--- src/rtl/neurosync_pkg.sv ---
// rtl/neurosync_pkg.sv - shared types and LED/button index helpers for the neurosync player
package neurosync_pkg;

  typedef enum logic [2:0] {
    OCIOSO    = 3'd0,
    OUVINDO   = 3'd1,
    PRESSIONA = 3'd2,
    SOLTA     = 3'd3
  } estado_autojogador_t;

  function automatic logic eh_onehot(input logic [3:0] v);
    return (v != 4'd0) && ((v & (v - 4'd1)) == 4'd0);
  endfunction

  function automatic logic [1:0] onehot_para_indice(input logic [3:0] v);
    logic [1:0] idx;
    idx = 2'd0;
    case (v)
      4'b0010: idx = 2'd1;
      4'b0100: idx = 2'd2;
      4'b1000: idx = 2'd3;
      default: idx = 2'd0;
    endcase
    return idx;
  endfunction

  function automatic logic [3:0] indice_para_onehot(input logic [1:0] i);
    return 4'b0001 << i;
  endfunction

endpackage

--- src/rtl/neurosync_fila_jogadas.sv ---
// rtl/neurosync_fila_jogadas.sv - PROF x 2-bit play buffer with count, flags and synchronous clear
module neurosync_fila_jogadas
  import neurosync_pkg::*;
#(
  parameter int PROF = 16
) (
  input  logic                   clock,
  input  logic                   reset,
  input  logic                   limpar,
  input  logic                   escrever,
  input  logic [1:0]             dado_esc,
  input  logic                   avancar,
  output logic [1:0]             dado_atual,
  output logic [1:0]             dado_prox,
  output logic [$clog2(PROF):0]  num_itens,
  output logic                   cheia,
  output logic                   vazia
);

  localparam int AW = $clog2(PROF);
  localparam int NW = AW + 1;

  logic [1:0]    mem [PROF];
  logic [AW-1:0] wr;
  logic [AW-1:0] rd;
  logic [AW-1:0] rd_prox;
  logic          grava;
  logic          le;

  assign cheia      = (num_itens == NW'(PROF));
  assign vazia      = (num_itens == '0);
  assign grava      = escrever && !cheia && !limpar;
  assign le         = avancar && !vazia && !limpar;
  assign rd_prox    = rd + AW'(1);
  assign dado_atual = mem[rd];
  assign dado_prox  = mem[rd_prox];

  always_ff @(posedge clock) begin
    if (grava) mem[wr] <= dado_esc;
  end

  always_ff @(posedge clock or negedge reset) begin
    if (!reset) begin
      wr        <= '0;
      rd        <= '0;
      num_itens <= '0;
    end else if (limpar) begin
      wr        <= '0;
      rd        <= '0;
      num_itens <= '0;
    end else begin
      if (grava) wr <= wr + AW'(1);
      if (le)    rd <= rd_prox;
      num_itens <= num_itens + NW'(grava) - NW'(le);
    end
  end

endmodule

--- src/rtl/neurosync_autojogador.sv ---
// rtl/neurosync_autojogador.sv - records neurosync LED flashes and replays them as button presses
// Optional NEUROSYNC_AUTOJOGADOR_FALHA_EN adds forca_falha to corrupt the last replayed item.
module neurosync_autojogador
  import neurosync_pkg::*;
#(
  parameter int PROF       = 16,
  parameter int T_SILENCIO = 200,
  parameter int T_PRESS    = 10,
  parameter int T_GAP      = 10
) (
  input  logic                   clock,
  input  logic                   reset,
  input  logic                   habilitar,
  input  logic [3:0]             leds,
  input  logic                   pronto,
`ifdef NEUROSYNC_AUTOJOGADOR_FALHA_EN
  input  logic                   forca_falha,
`endif
  output logic [3:0]             botoes,
  output logic                   ocupado,
  output logic                   erro,
  output logic [$clog2(PROF):0]  db_num_itens,
  output logic [2:0]             db_estado
);

  localparam int NW = $clog2(PROF) + 1;
  localparam int SW = $clog2(T_SILENCIO + 1);
  localparam int TW = $clog2((T_PRESS > T_GAP ? T_PRESS : T_GAP) + 1);
  localparam logic [SW-1:0] SIL_MAX   = SW'(T_SILENCIO - 1);
  localparam logic [TW-1:0] PRESS_MAX = TW'(T_PRESS - 1);
  localparam logic [TW-1:0] GAP_MAX   = TW'(T_GAP - 1);

  estado_autojogador_t estado;
  logic [3:0]    leds_q;
  logic [SW-1:0] cnt_sil;
  logic [TW-1:0] cnt_tempo;

  logic [1:0]    dado_atual, dado_prox, idx_envio;
  logic [NW-1:0] num_itens;
  logic          cheia, vazia;
  logic          borda, fim_solta, ultimo, expira, envia_ultimo;
  logic          escrever, avancar, limpar;

  always_comb begin
    borda        = (leds != 4'd0) && (leds_q == 4'd0);
    fim_solta    = (estado == SOLTA) && (cnt_tempo == GAP_MAX);
    ultimo       = (num_itens == NW'(1));
    expira       = (leds == 4'd0) && (cnt_sil == SIL_MAX);
    escrever     = habilitar && !pronto && (estado == OUVINDO) && borda && eh_onehot(leds);
    avancar      = habilitar && !pronto && fim_solta;
    limpar       = !habilitar || pronto || (fim_solta && ultimo);
    // From SOLTA the pointer has not advanced yet, so the next item sits one slot ahead.
    idx_envio    = (estado == SOLTA) ? dado_prox : dado_atual;
    envia_ultimo = (estado == SOLTA) ? (num_itens == NW'(2)) : ultimo;
`ifdef NEUROSYNC_AUTOJOGADOR_FALHA_EN
    if (forca_falha && envia_ultimo) idx_envio = idx_envio + 2'd1;
`else
    if (envia_ultimo) idx_envio = idx_envio;
`endif
  end

  neurosync_fila_jogadas #(.PROF(PROF)) u_fila (
    .clock      (clock),
    .reset      (reset),
    .limpar     (limpar),
    .escrever   (escrever),
    .dado_esc   (onehot_para_indice(leds)),
    .avancar    (avancar),
    .dado_atual (dado_atual),
    .dado_prox  (dado_prox),
    .num_itens  (num_itens),
    .cheia      (cheia),
    .vazia      (vazia)
  );

  assign db_num_itens = num_itens;
  assign db_estado    = estado;

  always_ff @(posedge clock or negedge reset) begin
    if (!reset) begin
      estado    <= OCIOSO;
      leds_q    <= 4'd0;
      cnt_sil   <= '0;
      cnt_tempo <= '0;
      botoes    <= 4'd0;
      ocupado   <= 1'b0;
      erro      <= 1'b0;
    end else begin
      leds_q <= leds;
      if (leds != 4'd0)        cnt_sil <= '0;
      else if (cnt_sil != SIL_MAX) cnt_sil <= cnt_sil + SW'(1);

      if (!habilitar) begin
        estado    <= OCIOSO;
        botoes    <= 4'd0;
        ocupado   <= 1'b0;
        erro      <= 1'b0;
        cnt_tempo <= '0;
      end else if (pronto) begin
        estado    <= OUVINDO;
        botoes    <= 4'd0;
        ocupado   <= 1'b0;
        cnt_tempo <= '0;
      end else begin
        case (estado)
          OCIOSO: estado <= OUVINDO;
          OUVINDO: begin
            if (borda && (!eh_onehot(leds) || cheia)) erro <= 1'b1;
            if (expira && !vazia) begin
              estado    <= PRESSIONA;
              botoes    <= indice_para_onehot(idx_envio);
              ocupado   <= 1'b1;
              cnt_tempo <= '0;
            end
          end
          PRESSIONA: begin
            if (cnt_tempo == PRESS_MAX) begin
              estado    <= SOLTA;
              botoes    <= 4'd0;
              cnt_tempo <= '0;
            end else begin
              cnt_tempo <= cnt_tempo + TW'(1);
            end
          end
          SOLTA: begin
            if (fim_solta && ultimo) begin
              estado  <= OUVINDO;
              ocupado <= 1'b0;
            end else if (fim_solta) begin
              estado    <= PRESSIONA;
              botoes    <= indice_para_onehot(idx_envio);
              cnt_tempo <= '0;
            end else begin
              cnt_tempo <= cnt_tempo + TW'(1);
            end
          end
          default: estado <= OCIOSO;
        endcase
      end
    end
  end

endmodule

--- config.mk ---
export PLATFORM = sky130hd
export DESIGN_NAME = neurosync_autojogador
export DESIGN_NICKNAME = d
export VERILOG_FILES = /design/src/rtl/neurosync_pkg.sv /design/src/rtl/neurosync_fila_jogadas.sv /design/src/rtl/neurosync_autojogador.sv
export SDC_FILE = /design/constraint.sdc
export NUM_CORES = 1
export LEC_CHECK = 0
export ABC_AREA = 1
export CAP_MARGIN = 20
export CORE_MARGIN = 2
export CORE_UTILIZATION = 60
export CTS_CLUSTER_DIAMETER = 200
export DETAILED_ROUTE_END_ITERATION = 16
export MAX_ROUTING_LAYER = met4
export PLACE_DENSITY = 0.8
export SLEW_MARGIN = 20
export SYNTH_ARGS = -nofsm -noshare
export SYNTH_HDL_FRONTEND = slang
export SYNTH_SLANG_ARGS = --single-unit
--- constraint.sdc ---
create_clock -name clock -period 3.7 [get_ports clock]
set_clock_uncertainty 0.1 [all_clocks]
set_input_delay 0.555 -clock clock [delete_from_list [all_inputs] [get_ports clock]]
set_output_delay 0.555 -clock clock [all_outputs]
set_load 0.05 [all_outputs]
==> flow_summary.yaml, run 1 <==
outcome:
  status: "finished clean"
synthesis:
  yosys-top-cells-area: "edfxtp_1, dfrtp_1, nand2_1"
  ys_ff_latch: 69
  ys_types: 42
  yosysTopAreaCell: "edfxtp_1"
  synth_commonest_cells: "nand2_1, inv_1, nand3_1, nor2_1, dfrtp_1"
  yosysSeqAreaShare_pct: 47.81
  synth_area_per_cell_sq_um: 8.343
  async_flop_share_pct: 53.62
  ys.flop_type: "dfrtp_1"
  yosysTopAreaCellShare_pct: 24.35
  synth_most_common_cell: "nand2_1"
  syn-num-nets: 496
  yosys_warnings: 0
  syn_inst: 473
  synth_edf_count: 32
  synth_area_sq_um: 3946
cts:
  cts.path.max_buffers: 2
  hold_buffers: 0
  cts_buffers: 9
  cts_tree: "done"
  cts.repair.resized: 0
  post_cts_buffers: 0
  path_clk_slew_ps: 70
  clock_latency_ps: 340
  htree_levels: 3
  root_buffer: "clkbuf_8"
  cts_sinks: 69
cells_and_area:
  final_area_sq_um: 4389
  diodes: 0
  drive_above_1_share_pct: 8.367
  nets: 520
  stdcell_count: 579
  n_fill_cell: 496
  area_growth_pct: 11.22
  final_util_pct: 69.12
critical_path:
  r2r_cells: 18
  r2r_start: "u_fila.num_itens[3]"
  cp_max_fo: 5
  cp_data_arrival_time_ps: 3110
  critPathKind: "in -> reg"
  crit_required_ps: 3820
  r2r-end: "u_fila.num_itens[4]"
  crit_path_end_kind: "register"
  crit_path_start_kind: "primary input"
  reg2reg_slack_ps: 770
power_and_ir_drop:
  p_int_mw: 1.171
  power_switching_uw: 355.5
  ir_drop_mv: 0.2509
  p_leak_nw: 1.991
  p_total_mw: 1.526
  p_comb_share_pct: 6.6
  cellPowerDensity_nw_per_um2: 347.7
  swShare_pct: 23.30
  clockPowerShare_pct: 39.9
  seq_power_share_pct: 53.5
timing:
  setup_viol: 0
  post-route-period-util_pct: 80.90
  tightest_slew_ps: 852.1
  min_period_ps: 2993
  fmax_ghz: 0.3341
  rsz0062_at_grt: "false"
  hold_violations: 0
  setup-tns-final_ps: 0
  max_slew_margin_pct: 43.19
  drv_slew: 0
place:
  gp_congestion: 0.9165
  dpl_cell_area_sq_um: 4197
  dpl.cell_count: 563
  numPortBuffers: 20
  hpwl_mm: 5.929
die:
  die-area_sq_um: 7242
  die_x_um: 85.10
  initial_core_util_pct: 62.15
  ioPinCount: 22
  die-height_um: 85.10
  floorplan.core_area_sq_um: 6350
  rows: 29
route:
  final_antenna_net_count: 0
  drc_errors: 0
  vias: 3197
  routed_wl_mm: 7.974
  wl_per_cell_um: 13.77
  drtIter0Drc: 207
  avgViaCountPerCell: 5.522
  dr.pass1.iters: 5
grt:
  grt_max_degree: 44
  antenna_found_initial: 0
  grt_pass1_vias: 3116
  grt_first_pass_wirelength_mm: 13.90
  grt_usage_pct: 25.17
  grt-ovfl-total: 0
flow_run:
  drv_cap: 0
worst_hold_path:
  hold_class: "in -> async"
[metal layers]
metal / routed length [um] / vias to the layer above / global-route usage (%) / share of wire [%]
met5: 0 / - / - / 0
met4: 161 / 0 / 12.27 / 2.0
met3: 406 / 17 / 4.280 / 5.1
met2: 3937 / 103 / 39.91 / 49
met1: 3468 / 1501 / 31.43 / 43
li1: - / 1576 / - / -
[layout by cell type (no fill, tap or decap), types with 2 or more instances in the layout]
| master | Yosys | routed |
|---|---|---|
| nand2_1 | 129 | 129 |
| inv_1 | 67 | 67 |
| nand3_1 | 51 | 51 |
| nor2_1 | 43 | 43 |
| dfrtp_1 | 37 | 37 |
| edfxtp_1 | 32 | 32 |
| clkdlybuf4s50_1 | 0 | 19 |
| o21ai_0 | 14 | 14 |
| ha_1 | 14 | 14 |
| a21oi_1 | 11 | 11 |
| clkbuf_8 | 0 | 10 |
| o211ai_1 | 8 | 8 |
| xor2_1 | 6 | 6 |
| nor3_1 | 5 | 5 |
| nand4_1 | 5 | 5 |
| nand3_4 | 4 | 4 |
| nor2_2 | 3 | 3 |
| nand2_2 | 3 | 3 |
| inv_4 | 1 | 3 |
| o22ai_1 | 3 | 3 |
| buf_4 | 3 | 3 |
| xnor2_1 | 2 | 2 |
| o21ai_2 | 2 | 2 |
| a31oi_1 | 2 | 2 |
| nor2_4 | 2 | 2 |
| nand3_2 | 2 | 2 |
| o21bai_1 | 2 | 2 |
| clkbuf_1 | 0 | 2 |
[sequential cells by signal, indices dropped and copies added (netlist names)]
name / flops
u_fila.rd: 4
botoes: 4
db_estado: 2
u_fila.num_itens: 5
cnt_tempo: 4
cnt_sil: 8
leds_q: 4
u_fila.wr: 4
erro: 1
ocupado: 1
u_fila.mem: 32
[critical path, stage by stage]
cell	delay [ps]
clkdlybuf4s50_1	500
nand2_1	150
inv_1	160
nand3_1	110
nor2_1	190
ha_1	260
inv_1	60
ha_1	160
inv_1	50
fa_1	350
inv_1	70
nand2_1	60
a21oi_1	120
nor2_1	60
o21ai_0	160
a21oi_1	60
[area by class of cell]
| class | instances | area (sq um) | area share [%] |
|---|---|---|---|
| flip-flops and latches | 69 | 1887 | 42.99 |
| multi-input cells | 324 | 1730 | 39.42 |
| inverters | 70 | 265.3 | 6.043 |
| repair buffers | 23 | 217.7 | 4.960 |
| clock buffers | 12 | 145.1 | 3.307 |
| well taps | 77 | 96.34 | 2.195 |
| clock inverters | 4 | 47.55 | 1.083 |
[stage by stage]
step | worst slack, ps | hold slack, ps
after floorplan | 679.5 | 159.4
final | 706.8 | 218.6
after global routing | 383.0 | 287.6
after CTS | 710.0 | 242.3
after global placement | 475.7 | 367.1
after detailed placement | 347.8 | 368.3
[worst max-delay path by stage]
stage | to | startpoint | depth (start not counted) | slack [ps]
6_report | u_fila.num_itens[4] | habilitar | 16 | 710
5_1_grt | u_fila.num_itens[4] | u_fila.num_itens[2] | 18 | 380
3_3_place_gp | u_fila.num_itens[4] | habilitar | 16 | 480
3_5_place_dp | u_fila.num_itens[4] | habilitar | 16 | 350
2_1_floorplan | u_fila.num_itens[4] | u_fila.num_itens[2] | 18 | 680
4_1_cts | u_fila.num_itens[4] | habilitar | 16 | 710
[power by group through the flow]
stage                     clock [mW]  combinational, mW  sequential, mW
after floorplan                    0             0.0465           0.848
after global placement             0             0.0999           0.833
after detailed placement           0              0.101           0.833
after CTS                      0.625              0.101           0.817
after global routing           0.660              0.111           0.817
final                          0.609              0.100           0.817
[cells by family (layout without fill, tap and decap cells)]
group           after synthesis  in the layout  synth area share (%)
compound gates               45             45                 6.848
xor+xnor                      8              8                 1.776
other cells                   1              1               0.09503
simple gates                255            255                 30.18
buf+inv                      80            109                 8.338
flops                        69             69                 47.81
fa+ha+maj                    15             15                 4.946
(Power assumes the default switching activity.)
==> run 2, diff against run 1 <==
- CORE_UTILIZATION: 60 -> 54
- PLACE_DENSITY: 0.8 -> 0.76
- clock period: 3.7 -> 2.4 ns (I/O delays scaled with it)
==> flow_summary.yaml, run 2 (same netlist as run 1, synthesis figures left out) <==
outcome:
  status: "complete, but fails checks"
  failed_checks: "negative setup slack"
critical_path:
  critPathKind: "reg -> reg"
  crit_path_end_kind: "register"
  crit_path_top_delay_cell: "dfrtp_1"
  cp_data_arrival_time_ps: 2650
  r2r-end: "u_fila.num_itens[4]"
  r2r_cells: 17
  cp_max_fo: 2
  crit_required_ps: 2520
  reg2reg_slack_ps: -130
  r2r_start: "cnt_tempo[1]"
  cpPeakStageDelay_ps: 390
  worstPathCellList: "inv_2 -> ha_4 -> nand3_4 -> nor2_4 -> nand3_2 -> nor2_4 -> ha_4 -> inv_4 -> ha_4 -> inv_2 -> fa_2 -> inv_2 -> nand2_2 -> a21oi_2 -> nor2_1 -> o21ai_1 -> a21oi_1"
  crit_path_start_kind: "register"
route:
  dr.pass1.iters: 5
  drtIter0Drc: 175
  drc_errors: 0
  vias: 3321
  routed_wl_mm: 8.891
  wl_per_cell_um: 13.72
  avgViaCountPerCell: 5.125
  final_antenna_net_count: 0
timing:
  drv_slew: 0
  max_slew_margin_pct: 66.07
  fmax_ghz: 0.3953
  holdWs_ps: 340.2
  finalWorstSetupSlack_ps: -129.6
  hold_violations: 0
  setup_viol: 1
  tightest_slew_ps: 507.4
  rsz0062_at_grt: "true"
  min_period_ps: 2530
  post-route-period-util_pct: 105.4
power_and_ir_drop:
  seq_power_share_pct: 55.9
  clockPowerShare_pct: 35.2
  p_leak_nw: 2.193
  swShare_pct: 24.57
  ir_drop_mv: 0.3656
  power_switching_uw: 552.4
  cellPowerDensity_nw_per_um2: 461.3
  p_int_mw: 1.696
  p_comb_share_pct: 8.9
cells_and_area:
  reg_top3: "u_fila.mem (32), cnt_sil (8), u_fila.num_itens (5)"
  area_growth_pct: 23.49
  diodes: 0
  nets: 567
  layout_commonest_cell: "nand2_1"
  regMostFlops: "u_fila.mem"
  final_area_sq_um: 4873
  drive_above_1_share_pct: 20.95
  largest_reg_flops: 32
  stdcell_count: 648
  final_cell_mix: "nand2_1, inv_1, buf_4, nand3_1, nor2_1"
cts:
  root_buffer: "clkbuf_8"
  cts_sinks: 69
  htree_levels: 3
  cts.path.max_buffers: 2
  cts_tree: "done"
  cts_buffers: 9
  path_clk_slew_ps: 80
  clock_latency_ps: 340
die:
  floorplan.core_area_sq_um: 7176
  die-area_sq_um: 8008
  rows: 31
  die_x_um: 89.49
  ioPinCount: 22
  die-height_um: 89.49
  initial_core_util_pct: 55.00
grt:
  grt-ovfl-total: 0
  grt_first_pass_wirelength_mm: 14.56
  grt_pass1_vias: 3204
  grt_usage_pct: 24.52
  grt_max_degree: 34
  antenna_found_initial: 0
place:
  dpl.cell_count: 618
  numPortBuffers: 20
  gp_congestion: 0.8582
  hpwl_mm: 6.424
  dpl_cell_area_sq_um: 4511
flow_run:
  drv_cap: 0
worst_hold_path:
  hold_class: "in -> async"
run 2: power by group through the flow:
stage	logic, mW	clock network (mW)	registers [mW]
5_1_grt	0.218	0.853	1.26
6_report	0.199	0.792	1.26
3_5_place_dp	0.187	0	1.28
2_1_floorplan	0.0717	0	1.31
4_1_cts	0.191	0.800	1.26
3_3_place_gp	0.183	0	1.28
run 2: timing repair:
item                       4_1_cts  5_1_grt
setup buffers                   10        5
gates resized for setup         11       11
hold buffers                     1        0
setup endpoints to repair        3       12
hold endpoints to repair        12        0
pin swaps                       10       13
run 2: final cells by class:
class	instances	area (sq um)
fill	566	2302
clock inverter	3	15.01
multi-input combinational	324	1862
sequential	69	1893
inverter	70	267.8
clock buffer	13	138.9
timing repair buffer	70	573.1
tap	99	123.9
run 2: worst max path at each step:
stage	start	to	slack, ps	cells past startpoint
final	cnt_tempo[1]	u_fila.num_itens[4]	-130	17
after global routing	cnt_tempo[1]	u_fila.num_itens[4]	-250	17
after CTS	cnt_tempo[1]	cnt_tempo[3]	-180	18
after detailed placement	habilitar	u_fila.num_itens[4]	-460	16
after global placement	habilitar	u_fila.num_itens[4]	-380	16
after floorplan	u_fila.num_itens[3]	u_fila.num_itens[4]	-310	18
run 2: routing by layer:
layer	share of wire, %	vias up	GRT usage (%)	wire length (um)
met5	0	-	-	0
met4	1.3	0	6.920	116
met3	4.9	13	4.986	440
met2	50	89	39.73	4439
met1	44	1547	31.39	3894
li1	-	1672	-	-
run 2: critical path: cells and delay by family (launching register included):
family | cells | cell delay [ps]
fa+ha+maj | 4 | 800
simple gates | 6 | 590
flops | 1 | 390
compound gates | 3 | 310
buf+inv | 4 | 220
run 2: through the flow:
stage | total power [mW] | setup TNS (ps) | util [%] | setup slack, ps
6_report | 2.248 | -129.6 | 67.92 | -129.6
5_1_grt | 2.330 | -377.8 | 67.92 | -252.5
4_1_cts | 2.247 | -909.4 | 66.87 | -179.7
3_5_place_dp | 1.468 | -2401 | 62.86 | -457.1
3_3_place_gp | 1.464 | -885.1 | 62.86 | -381.6
2_1_floorplan | 1.379 | -432.7 | - | -309.3
